`src/rtl/riscv_pkg.sv`:
```
// Shared RV32 decode definitions: opcodes, immediate formats and the
// per-opcode operand-usage table used by the decode stage.
package riscv_pkg;

    localparam int XLEN_DEFAULT = 32;

    localparam logic [6:0] OP_LUI    = 7'b0110111;
    localparam logic [6:0] OP_AUIPC  = 7'b0010111;
    localparam logic [6:0] OP_JAL    = 7'b1101111;
    localparam logic [6:0] OP_JALR   = 7'b1100111;
    localparam logic [6:0] OP_BRANCH = 7'b1100011;
    localparam logic [6:0] OP_LOAD   = 7'b0000011;
    localparam logic [6:0] OP_STORE  = 7'b0100011;
    localparam logic [6:0] OP_IMM    = 7'b0010011;
    localparam logic [6:0] OP_REG    = 7'b0110011;

    typedef enum logic [2:0] {
        IMM_NONE,
        IMM_I,
        IMM_S,
        IMM_B,
        IMM_U,
        IMM_J
    } imm_type_e;

    typedef struct packed {
        logic      known;
        logic      use_rs1;
        logic      use_rs2;
        logic      use_rd;
        imm_type_e imm_type;
    } fmt_t;

    function automatic fmt_t decode_fmt(input logic [6:0] op);
        fmt_t f;
        f.known    = 1'b0;
        f.use_rs1  = 1'b0;
        f.use_rs2  = 1'b0;
        f.use_rd   = 1'b0;
        f.imm_type = IMM_NONE;
        case (op)
            OP_REG: begin
                f.known = 1'b1; f.use_rs1 = 1'b1; f.use_rs2 = 1'b1; f.use_rd = 1'b1;
            end
            OP_IMM, OP_LOAD, OP_JALR: begin
                f.known = 1'b1; f.use_rs1 = 1'b1; f.use_rd = 1'b1; f.imm_type = IMM_I;
            end
            OP_STORE: begin
                f.known = 1'b1; f.use_rs1 = 1'b1; f.use_rs2 = 1'b1; f.imm_type = IMM_S;
            end
            OP_BRANCH: begin
                f.known = 1'b1; f.use_rs1 = 1'b1; f.use_rs2 = 1'b1; f.imm_type = IMM_B;
            end
            OP_LUI, OP_AUIPC: begin
                f.known = 1'b1; f.use_rd = 1'b1; f.imm_type = IMM_U;
            end
            OP_JAL: begin
                f.known = 1'b1; f.use_rd = 1'b1; f.imm_type = IMM_J;
            end
            default: ;
        endcase
        return f;
    endfunction

    // 32-bit sign-extended immediate; the caller widens it to XLEN.
    function automatic logic [31:0] imm_gen(input logic [31:0] instr, input imm_type_e t);
        logic [31:0] imm;
        imm = '0;
        case (t)
            IMM_I:   imm = {{20{instr[31]}}, instr[31:20]};
            IMM_S:   imm = {{20{instr[31]}}, instr[31:25], instr[11:7]};
            IMM_B:   imm = {{20{instr[31]}}, instr[7], instr[30:25], instr[11:8], 1'b0};
            IMM_U:   imm = {instr[31:12], 12'b0};
            IMM_J:   imm = {{12{instr[31]}}, instr[19:12], instr[20], instr[30:21], 1'b0};
            default: imm = '0;
        endcase
        return imm;
    endfunction

endpackage

```
`src/rtl/regfile.sv`:
```
// Architectural register file: two asynchronous reads, one synchronous write,
// x0 hard-wired to zero, optional same-cycle write-back forwarding.
module regfile #(
    parameter int  XLEN      = 32,
    parameter int  NUM_REGS  = 32,
    parameter bit  BYPASS_WB = 1'b1,
    localparam int AW        = $clog2(NUM_REGS)
) (
    input  logic            i_clk,
    input  logic            i_rst_n,
    input  logic            i_wren,
    input  logic [AW-1:0]   i_waddr,
    input  logic [XLEN-1:0] i_wdata,
    input  logic [AW-1:0]   i_raddr1,
    input  logic [AW-1:0]   i_raddr2,
    output logic [XLEN-1:0] o_rdata1,
    output logic [XLEN-1:0] o_rdata2
);

    logic [XLEN-1:0] r_mem [NUM_REGS];

    always_ff @(posedge i_clk or negedge i_rst_n) begin
        if (!i_rst_n) begin
            for (int i = 0; i < NUM_REGS; i++) begin
                r_mem[i] <= '0;
            end
        end else if (i_wren && (i_waddr != '0)) begin
            r_mem[i_waddr] <= i_wdata;
        end
    end

    always_comb begin
        o_rdata1 = r_mem[i_raddr1];
        if (i_raddr1 == '0) begin
            o_rdata1 = '0;
        end else if (BYPASS_WB && i_wren && (i_waddr == i_raddr1)) begin
            o_rdata1 = i_wdata;
        end
    end

    always_comb begin
        o_rdata2 = r_mem[i_raddr2];
        if (i_raddr2 == '0) begin
            o_rdata2 = '0;
        end else if (BYPASS_WB && i_wren && (i_waddr == i_raddr2)) begin
            o_rdata2 = i_wdata;
        end
    end

endmodule

```
`src/rtl/decode_stage_pipe.sv`:
```
// RV32I/RV32E instruction decode stage: register read, immediate generation,
// load-use stall and the valid/ready ID/EX pipeline register.
module decode_stage_pipe
    import riscv_pkg::*;
#(
    parameter int  XLEN      = XLEN_DEFAULT,
    parameter int  NUM_REGS  = 32,
    parameter bit  BYPASS_WB = 1'b1,
    parameter bit  HAZARD_EN = 1'b1,
    localparam int AW        = $clog2(NUM_REGS)
) (
    input  logic            i_clk,
    input  logic            i_rst_n,
    input  logic            i_if_valid,
    output logic            o_id_ready,
    input  logic [31:0]     i_instr,
    input  logic [XLEN-1:0] i_pc,
    input  logic            i_flush,
    input  logic            i_wb_wren,
    input  logic [AW-1:0]   i_wb_rd_addr,
    input  logic [XLEN-1:0] i_wb_data,
    input  logic            i_ex_ready,
    output logic            o_ex_valid,
    output logic [XLEN-1:0] o_ex_pc,
    output logic [XLEN-1:0] o_rs1_data,
    output logic [XLEN-1:0] o_rs2_data,
    output logic [XLEN-1:0] o_imme_value,
    output logic [AW-1:0]   o_rd_addr,
    output logic [6:0]      o_opcode,
    output logic [2:0]      o_funct3,
    output logic            o_funct7b5,
    output logic            o_illegal
);

    fmt_t               w_fmt;
    logic [6:0]         w_opcode;
    logic [4:0]         w_rs1_f;
    logic [4:0]         w_rs2_f;
    logic [4:0]         w_rd_f;
    logic [AW-1:0]      w_rs1;
    logic [AW-1:0]      w_rs2;
    logic [AW-1:0]      w_rd;
    logic [XLEN-1:0]    w_rs1_data;
    logic [XLEN-1:0]    w_rs2_data;
    logic signed [31:0] w_imm32;
    logic [XLEN-1:0]    w_imm;
    logic               w_idx_bad;
    logic               w_illegal;
    logic               w_hazard;
    logic               w_adv;
    logic               w_capture;

    logic               r_vld_p1;
    logic [XLEN-1:0]    r_pc_p1;
    logic [XLEN-1:0]    r_rs1_data_p1;
    logic [XLEN-1:0]    r_rs2_data_p1;
    logic [XLEN-1:0]    r_imm_p1;
    logic [AW-1:0]      r_rd_p1;
    logic [6:0]         r_opcode_p1;
    logic [2:0]         r_funct3_p1;
    logic               r_funct7b5_p1;
    logic               r_illegal_p1;

    assign w_opcode = i_instr[6:0];
    assign w_rd_f   = i_instr[11:7];
    assign w_rs1_f  = i_instr[19:15];
    assign w_rs2_f  = i_instr[24:20];
    assign w_rs1    = w_rs1_f[AW-1:0];
    assign w_rs2    = w_rs2_f[AW-1:0];
    assign w_rd     = w_rd_f[AW-1:0];
    assign w_fmt    = decode_fmt(w_opcode);
    assign w_imm32  = $signed(imm_gen(i_instr, w_fmt.imm_type));
    assign w_imm    = XLEN'(w_imm32);

    // Only fields the format actually uses can make an RV32E instruction illegal.
    assign w_idx_bad = (w_fmt.use_rs1 && (int'(w_rs1_f) >= NUM_REGS)) ||
                       (w_fmt.use_rs2 && (int'(w_rs2_f) >= NUM_REGS)) ||
                       (w_fmt.use_rd  && (int'(w_rd_f)  >= NUM_REGS));
    assign w_illegal = !w_fmt.known || w_idx_bad;

    regfile #(
        .XLEN      (XLEN),
        .NUM_REGS  (NUM_REGS),
        .BYPASS_WB (BYPASS_WB)
    ) u_regfile (
        .i_clk    (i_clk),
        .i_rst_n  (i_rst_n),
        .i_wren   (i_wb_wren),
        .i_waddr  (i_wb_rd_addr),
        .i_wdata  (i_wb_data),
        .i_raddr1 (w_rs1),
        .i_raddr2 (w_rs2),
        .o_rdata1 (w_rs1_data),
        .o_rdata2 (w_rs2_data)
    );

    // Load data is not available until after MEM, so a dependent instruction waits one cycle.
    assign w_hazard = HAZARD_EN && r_vld_p1 && (r_opcode_p1 == OP_LOAD) && (r_rd_p1 != '0) &&
                      ((w_fmt.use_rs1 && (w_rs1 == r_rd_p1)) ||
                       (w_fmt.use_rs2 && (w_rs2 == r_rd_p1)));

    assign w_adv      = !r_vld_p1 || i_ex_ready;
    assign o_id_ready = w_adv && !w_hazard;
    assign w_capture  = i_if_valid && o_id_ready;

    // ID/EX stage boundary
    always_ff @(posedge i_clk or negedge i_rst_n) begin
        if (!i_rst_n) begin
            r_vld_p1      <= 1'b0;
            r_pc_p1       <= '0;
            r_rs1_data_p1 <= '0;
            r_rs2_data_p1 <= '0;
            r_imm_p1      <= '0;
            r_rd_p1       <= '0;
            r_opcode_p1   <= '0;
            r_funct3_p1   <= '0;
            r_funct7b5_p1 <= 1'b0;
            r_illegal_p1  <= 1'b0;
        end else if (i_flush) begin
            r_vld_p1 <= 1'b0;
        end else if (w_adv) begin
            r_vld_p1 <= w_capture;
            if (w_capture) begin
                r_pc_p1       <= i_pc;
                r_rs1_data_p1 <= w_rs1_data;
                r_rs2_data_p1 <= w_rs2_data;
                r_imm_p1      <= w_imm;
                r_rd_p1       <= w_rd;
                r_opcode_p1   <= w_opcode;
                r_funct3_p1   <= i_instr[14:12];
                r_funct7b5_p1 <= i_instr[30];
                r_illegal_p1  <= w_illegal;
            end
        end
    end

    assign o_ex_valid   = r_vld_p1;
    assign o_ex_pc      = r_pc_p1;
    assign o_rs1_data   = r_rs1_data_p1;
    assign o_rs2_data   = r_rs2_data_p1;
    assign o_imme_value = r_imm_p1;
    assign o_rd_addr    = r_rd_p1;
    assign o_opcode     = r_opcode_p1;
    assign o_funct3     = r_funct3_p1;
    assign o_funct7b5   = r_funct7b5_p1;
    assign o_illegal    = r_illegal_p1;

endmodule

```
`config.mk`:
```
export PLATFORM = sky130hd
export DESIGN_NAME = decode_stage_pipe
export DESIGN_NICKNAME = d
export VERILOG_FILES = /design/src/rtl/riscv_pkg.sv /design/src/rtl/regfile.sv /design/src/rtl/decode_stage_pipe.sv
export SDC_FILE = /design/constraint.sdc
export NUM_CORES = 2
export LEC_CHECK = 0
export CAP_MARGIN = 20
export CORE_AREA = 2 2 314 441
export CTS_CLUSTER_DIAMETER = 50
export DETAILED_ROUTE_END_ITERATION = 8
export DIE_AREA = 0 0 316 443
export REMOVE_ABC_BUFFERS = 1
export SYNTH_ARGS = -nofsm -noshare
export SYNTH_HDL_FRONTEND = slang
export SYNTH_SLANG_ARGS = --single-unit
```
`constraint.sdc`:
```
create_clock -name i_clk -period 3.58 [get_ports i_clk]
set_input_delay 0.358 -clock i_clk [delete_from_list [all_inputs] [get_ports i_clk]]
set_output_delay 0.358 -clock i_clk [all_outputs]
set_load 0.03 [all_outputs]
```
# Yosys cells after proc, flatten, opt, wreduce, memory -nomap -nowiden
# Cells that the tools add are included.
[op_classes]
n_lt_le_gt_ge = 4
eq_ne = 19
n_mux = 20
bitwise_logic = 4
reduce_logical = 27
[op_table]
columns = ["cell", "count"]
rows = [
  ["$bwmux 1024", 1],
  ["$bmux 32 s5", 2],
  ["$mux 32", 9],
  ["$demux 32 s5", 1],
  ["$pmux 32 s5", 1],
  ["$eq 7x6->1 const B", 3],
  ["$eq 7x7->1 const B", 3],
  ["$eq 5x5->1", 4],
  ["$ge 6x6->1 const B", 3],
  ["$not 5->6", 3],
  ["$pmux 3 s5", 1],
  ["$eq 7x2->1 const B", 2],
  ["$eq 7x5->1 const B", 2],
  ["$logic_and 1x1->1", 11],
  ["$logic_not 5->1", 2],
  ["$reduce_bool 5->1", 2],
  ["$reduce_or 9->1", 1],
  ["$eq 3x2->1 const B", 2],
  ["$eq 3x3->1 const B", 2],
  ["$lt 6x1->1 const B", 1],
  ["$reduce_or 3->1", 2],
  ["$reduce_or 6->1", 1],
  ["$mux 1", 5],
  ["$eq 3x1->1 const B", 1],
  ["6 further kinds", 9],
]
[totals]
ff_bits = 1170
in_bits = 107
out_inout_bits = 147
elab_cells = 116

# Longest topological paths before layout
[logic_depth]
ltp_word = 11
depth_mapped = 11
depth_no_buf = 6

# Hierarchy
# Synthesis repeated with hierarchy kept, for this count alone.
[unflattened]
cells_unflattened = 4227
hier_area_um2 = 60884.6
[by_module_without_submodules]
columns = ["module", "instances", "cells_per_inst", "area_per_inst_um2", "seq_area_each_um2"]
rows = [
  ["regfile", 1, 3792, 54800.1, 25624.6],
  ["decode_stage_pipe", 1, 435, 6084.6, 3653.5],
]

# Worst setup path before layout
# Ideal clock, no wire load.
[synth_path]
kind = "reg2out"
startpoint = "register r_rd_p1[1], in the netlist o_rd_addr[1]"
endpoint = "output port o_id_ready"
arrival_ns = 2.119
required_ns = 3.222
slack_ns = 1.103
path_stages_with_launch = 6
path_buffers = 2
cell_sequence = "dfrtp_1 or4_1 o221ai_2 buf_2 buf_1 and2_1"
[synth_between]
elab_chain_cells = 6
word_cells_on_any_way = 10
classes_between = "eq/ne: 2; reduce/logical: 8"
[synth_rtl]
columns = ["element", "line", "source"]
rows = [
  ["start: declaration", "decode_stage_pipe.sv:58", "logic [AW-1:0] r_rd_p1;"],
  ["start signal: assignment", "decode_stage_pipe.sv:128", "r_rd_p1 <= w_rd;"],
  ["$eq 5x5->1 (on tied branches)", "decode_stage_pipe.sv:99, decode_stage_pipe.sv:100", ""],
  ["$logic_and 1x1->1 (on tied branches)", "decode_stage_pipe.sv:99, decode_stage_pipe.sv:100", ""],
  ["$logic_or 1x1->1", "decode_stage_pipe.sv:99", "((w_fmt.use_rs1 && (w_rs1 == r_rd_p1)) ||"],
  ["$logic_and 1x1->1 *", "decode_stage_pipe.sv:98", "assign w_hazard = HAZARD_EN && r_vld_p1 && (r_opcode_p1 == OP_LOAD) && (r_rd_p1 != '0) &&"],
  ["$logic_not 1->1 *", "decode_stage_pipe.sv:103", "assign o_id_ready = w_adv && !w_hazard;"],
  ["$logic_and 1x1->1 *", "decode_stage_pipe.sv:103", ""],
  ["end: declaration", "decode_stage_pipe.sv:15", "output logic o_id_ready,"],
]
# Every way passes the cells marked *; elsewhere a longest branch is shown, timed or not.

# Worst setup path in the final report
[layout_path]
startpoint = "register r_rd_p1[0], in the netlist o_rd_addr[0]"
endpoint = "output port o_id_ready"
# Same word-level chain as after synthesis.

==> impl_metrics.json <==
{
  "vias": 41748,
  "post_drt_via_cell_ratio": 6.51,
  "synth.largest_area_cell": "dfrtp_1",
  "postSynthAreaPerCell_um2": 13.8,
  "ys.flop_type": "dfrtp_1",
  "synth.area.mux_share_pct": 39.2,
  "postPlaceCellArea_mm2": 0.0663,
  "stdcell_area_mm2": 0.0710,
  "start_util_pct": 44.6,
  "final_util_pct": 52.1,
  "yosys-top-cells-area": "dfrtp_1, mux2_2, mux4_2",
  "synthAdderAreaFrac_pct": 0,
  "cts_max_path_buffers": 3,
  "netSwitchingPower_mw": 11.4,
  "yosysWarnings": 0,
  "leakage_nw": 30.8,
  "max_freq_mhz": 292,
  "detail_route.drc_violations": 0,
  "synthesized_area_fraction_occupied_by_ao_oa_aoi_and_oai_cells_pct": 5.92,
  "worstPathRequired_ns": 3.22,
  "die_w_um": 316,
  "die_y_um": 443,
  "global_route.overflow_total": 0,
  "placed_cell_count": 6163,
  "io_pins": 254,
  "syn_to_final_growth_pct": 16.7,
  "drtPass1Iterations": 7,
  "post-dp-hpwl_um": 124000,
  "cts_tree": "yes",
  "fillerInstances": 11410,
  "rsz0062_at_grt": "no",
  "final_nets": 4622,
  "cts.sink_count": 1170,
  "timing.critical_path.to_type": "output port",
  "cap_viol_max_count": 0,
  "yosysSeqAreaShare_pct": 48.1,
  "crit_path_max_fanout": 5,
  "power_per_cell_area_mw_per_mm2": 559,
  "wire_length_of_the_first_global_routing_pass_um": 306000,
  "synthesis.area_mm2": 0.0609,
  "finalMaxSlewViolations": 0,
  "grt_pass1_vias": 43123,
  "sequential_power_share_pct": 44.6,
  "post_layout_worst_setup_margin_ns": 0.156,
  "drive_gt1_share_pct": 41.6,
  "synth-edff-count": 0,
  "cts_max_level": 3,
  "timing.clock.skew_ns": 0.0175,
  "worstPathArrival_ns": 3.07,
  "detailedRoute.firstIterationViolations": 3786,
  "cp-start-kind": "flop",
  "coreArea_mm2": 0.136,
  "final-setup-viol-count": 0,
  "finalNonFillerCells": 6415,
  "grt_start_max_net_pins": 107,
  "grt_util_all_layers_pct": 30.0,
  "layout_worst_path_cycle_share_pct": 95.6,
  "gp_congestion": 0.867,
  "dieArea_mm2": 0.140,
  "fin_crit_ns": 3.42,
  "synth_top_family_by_area": "multiplexers",
  "pwr-share-comb_pct": 21.1,
  "cts_root_buffer": "clkbuf_16",
  "avgRoutedWirePerCell_um": 32.7,
  "switching_share_pct": 28.8,
  "placement_rows": 161,
  "power.ir.vdd_worst_uv": 454,
  "max_slew_margin_pct": 25.2,
  "yosys.area.top_type_share_pct": 48.1,
  "finalHoldWorstSlack_ns": 0.172,
  "clk-insertion-delay-late_ns": 0.76,
  "internal_power_mw": 28.3,
  "ys_ff_latch": 1170,
  "async_reset_ff_share_pct": 100,
  "path_clk_slew_ns": 0.07,
  "wl_um": 210000,
  "syn-instance-count": 4398,
  "place_ws_ns": 0.120,
  "post_synth_num_cell_types": 48,
  "numCtsBuffers": 121,
  "tightestPinTransition_ns": 1.12,
  "route.antenna.remaining_nets": 0,
  "timing.hold.worst.class": "in -> reg",
  "outcome": "finished clean",
  "hold_viol": 0,
  "port-buffer-count": 253,
  "number_of_antenna_violations_at_the_first_check_in_global_routing": 4,
  "critical_path_class": "reg -> out",
  "post_synth_and_or_nand_nor_area_fraction_pct": 2.94,
  "synth_xor_xnor_area_share_pct": 0.288,
  "p_clk_share_pct": 34.3
}
-- flip-flops by register name, summed over array words and instances (netlist names) --
register         cells
o_imme_value        32
o_ex_valid           1
o_opcode             7
o_illegal            1
o_funct3             3
o_ex_pc             32
o_funct7b5           1
o_rs1_data          32
u_regfile.r_mem   1024
o_rd_addr            5
o_rs2_data          32
-- power groups by stage --
stage	clock, mW	combinational (mW)	sequential, mW
CTS	13.8	8.36	17.6
floorplan	0	5.00	17.6
detailed placement	0	8.32	17.8
global placement	0	8.17	17.8
global route	14.3	8.98	18.0
finish	13.6	8.39	17.7
-- final cells by class --
type | instances | area, µm² | area share [%]
Multi-Input combinational cell | 2740 | 29800 | 42.0
Sequential cell | 1170 | 29300 | 41.2
Timing Repair Buffer | 476 | 5400 | 7.60
Clock buffer | 172 | 3520 | 4.96
Tap cell | 1793 | 2240 | 3.16
Clock inverter | 57 | 737 | 1.04
Inverter | 6 | 22.5 | 0.0317
Antenna cell | 1 | 2.50 | 0.00352
-- cells in the mapped netlist, types with 6 or more instances --
| master | count |
|---|---|
| a211oi_1 | 29 |
| a21oi_1 | 235 |
| a22o_1 | 7 |
| a22oi_1 | 191 |
| a31oi_1 | 19 |
| a31oi_2 | 17 |
| buf_1 | 52 |
| buf_2 | 124 |
| buf_4 | 17 |
| buf_6 | 11 |
| clkbuf_1 | 278 |
| dfrtp_1 | 1170 |
| inv_1 | 6 |
| mux2_2 | 1037 |
| mux2_4 | 11 |
| mux2i_1 | 379 |
| mux4_2 | 366 |
| nand2_1 | 161 |
| nand3_1 | 79 |
| nand3b_1 | 8 |
| nand4_1 | 40 |
| nor2_1 | 34 |
| nor2b_1 | 12 |
| o21ai_0 | 11 |
| o22ai_1 | 31 |
| xnor2_1 | 14 |
| xor2_1 | 6 |
-- critical path, cell delays in order (launching register included) --
cell and delay (ns):
dfrtp_1 0.46, xnor2_1 0.25, nand3_1 0.10, nor4_1 0.36, buf_4 0.19, o221ai_4 0.15, and2_1 0.21, clkdlybuf4s50_1 0.58
-- per-stage QoR --
step,total power [mW],TNS (ns)
after global placement,25.9,0
after floorplan,22.6,-153.67
after CTS,39.8,0
after detailed placement,26.2,0
final,39.7,0
after global routing,41.3,0
-- cell usage in the layout (no fill, tap or decap), types with 6 or more instances in the layout --
cell,Yosys,routed
nand4_1,40,40
nand3b_1,8,8
mux2_4,11,11
clkinv_2,0,19
mux2_2,1037,1037
nand2_1,161,146
xnor2_1,14,14
a21oi_1,235,235
nor2b_1,12,8
clkbuf_1,278,22
buf_8,0,9
nor2_1,34,15
buf_12,0,66
a211oi_1,29,29
nor2_4,0,19
mux2i_1,379,379
clkdlybuf4s50_1,0,246
xor2_1,6,6
inv_1,6,6
a31oi_2,17,17
a31oi_1,19,18
clkbuf_16,0,129
a22o_1,7,7
inv_6,0,8
o22ai_1,31,30
dfrtp_1,1170,1170
nand2_4,0,14
buf_16,0,9
o21ai_0,11,11
buf_4,17,134
clkbuf_8,0,28
mux4_2,366,366
nand3_1,79,78
a22oi_1,191,191
bufinv_16,0,14
clkinvlp_4,0,8
-- cells by family (layout without fill, tap and decap cells) --
family          after synthesis  in the layout
xor+xnor                     20             20
flops                      1170           1170
buf+inv                     488            711
other cells                   0              1
simple gates                373            373
mux                        1793           1793
compound gates              554            554
-- worst paths after layout --
path | startpoint | cells past startpoint | to | slack (ns)
hold reg to reg | u_regfile.r_mem[1005]$_DFFE_PN0P_ | 0 | u_regfile.r_mem[1005]$_DFFE_PN0P_ | 0.40
min in group asynchronous | i_rst_n | 2 | u_regfile.r_mem[537]$_DFFE_PN0P_ | 0.24
setup / recovery | o_rd_addr[0]$_DFFE_PN0P_ | 7 | o_id_ready | 0.16
hold / removal | i_instr[15] | 3 | o_imme_value[15]$_DFFE_PN0P_ | 0.17
max in group asynchronous | i_rst_n | 3 | u_regfile.r_mem[605]$_DFFE_PN0P_ | 2.09
setup reg to reg | o_rd_addr[1]$_DFFE_PN0P_ | 6 | o_ex_pc[31]$_DFFE_PN0P_ | 0.65
-- what timing repair did --
action,in CTS,in global routing
setup endpoints to repair,1,0
buffers inserted,0,0
resized for setup,1,0
hold buffers,2,0
hold endpoints to repair,79,0
-- metal layers --
metal	wire length [µm]	up-vias	track usage (%)	part of all wire, %
li1	-	16931	-	-
met1	82900	22449	38.9	40
met2	101000	1846	48.5	48
met3	14800	514	5.33	7.1
met4	11000	8	14.5	5.3
met5	50	-	0	0.024
No activity file was read; power rests on OpenSTA's default activity.
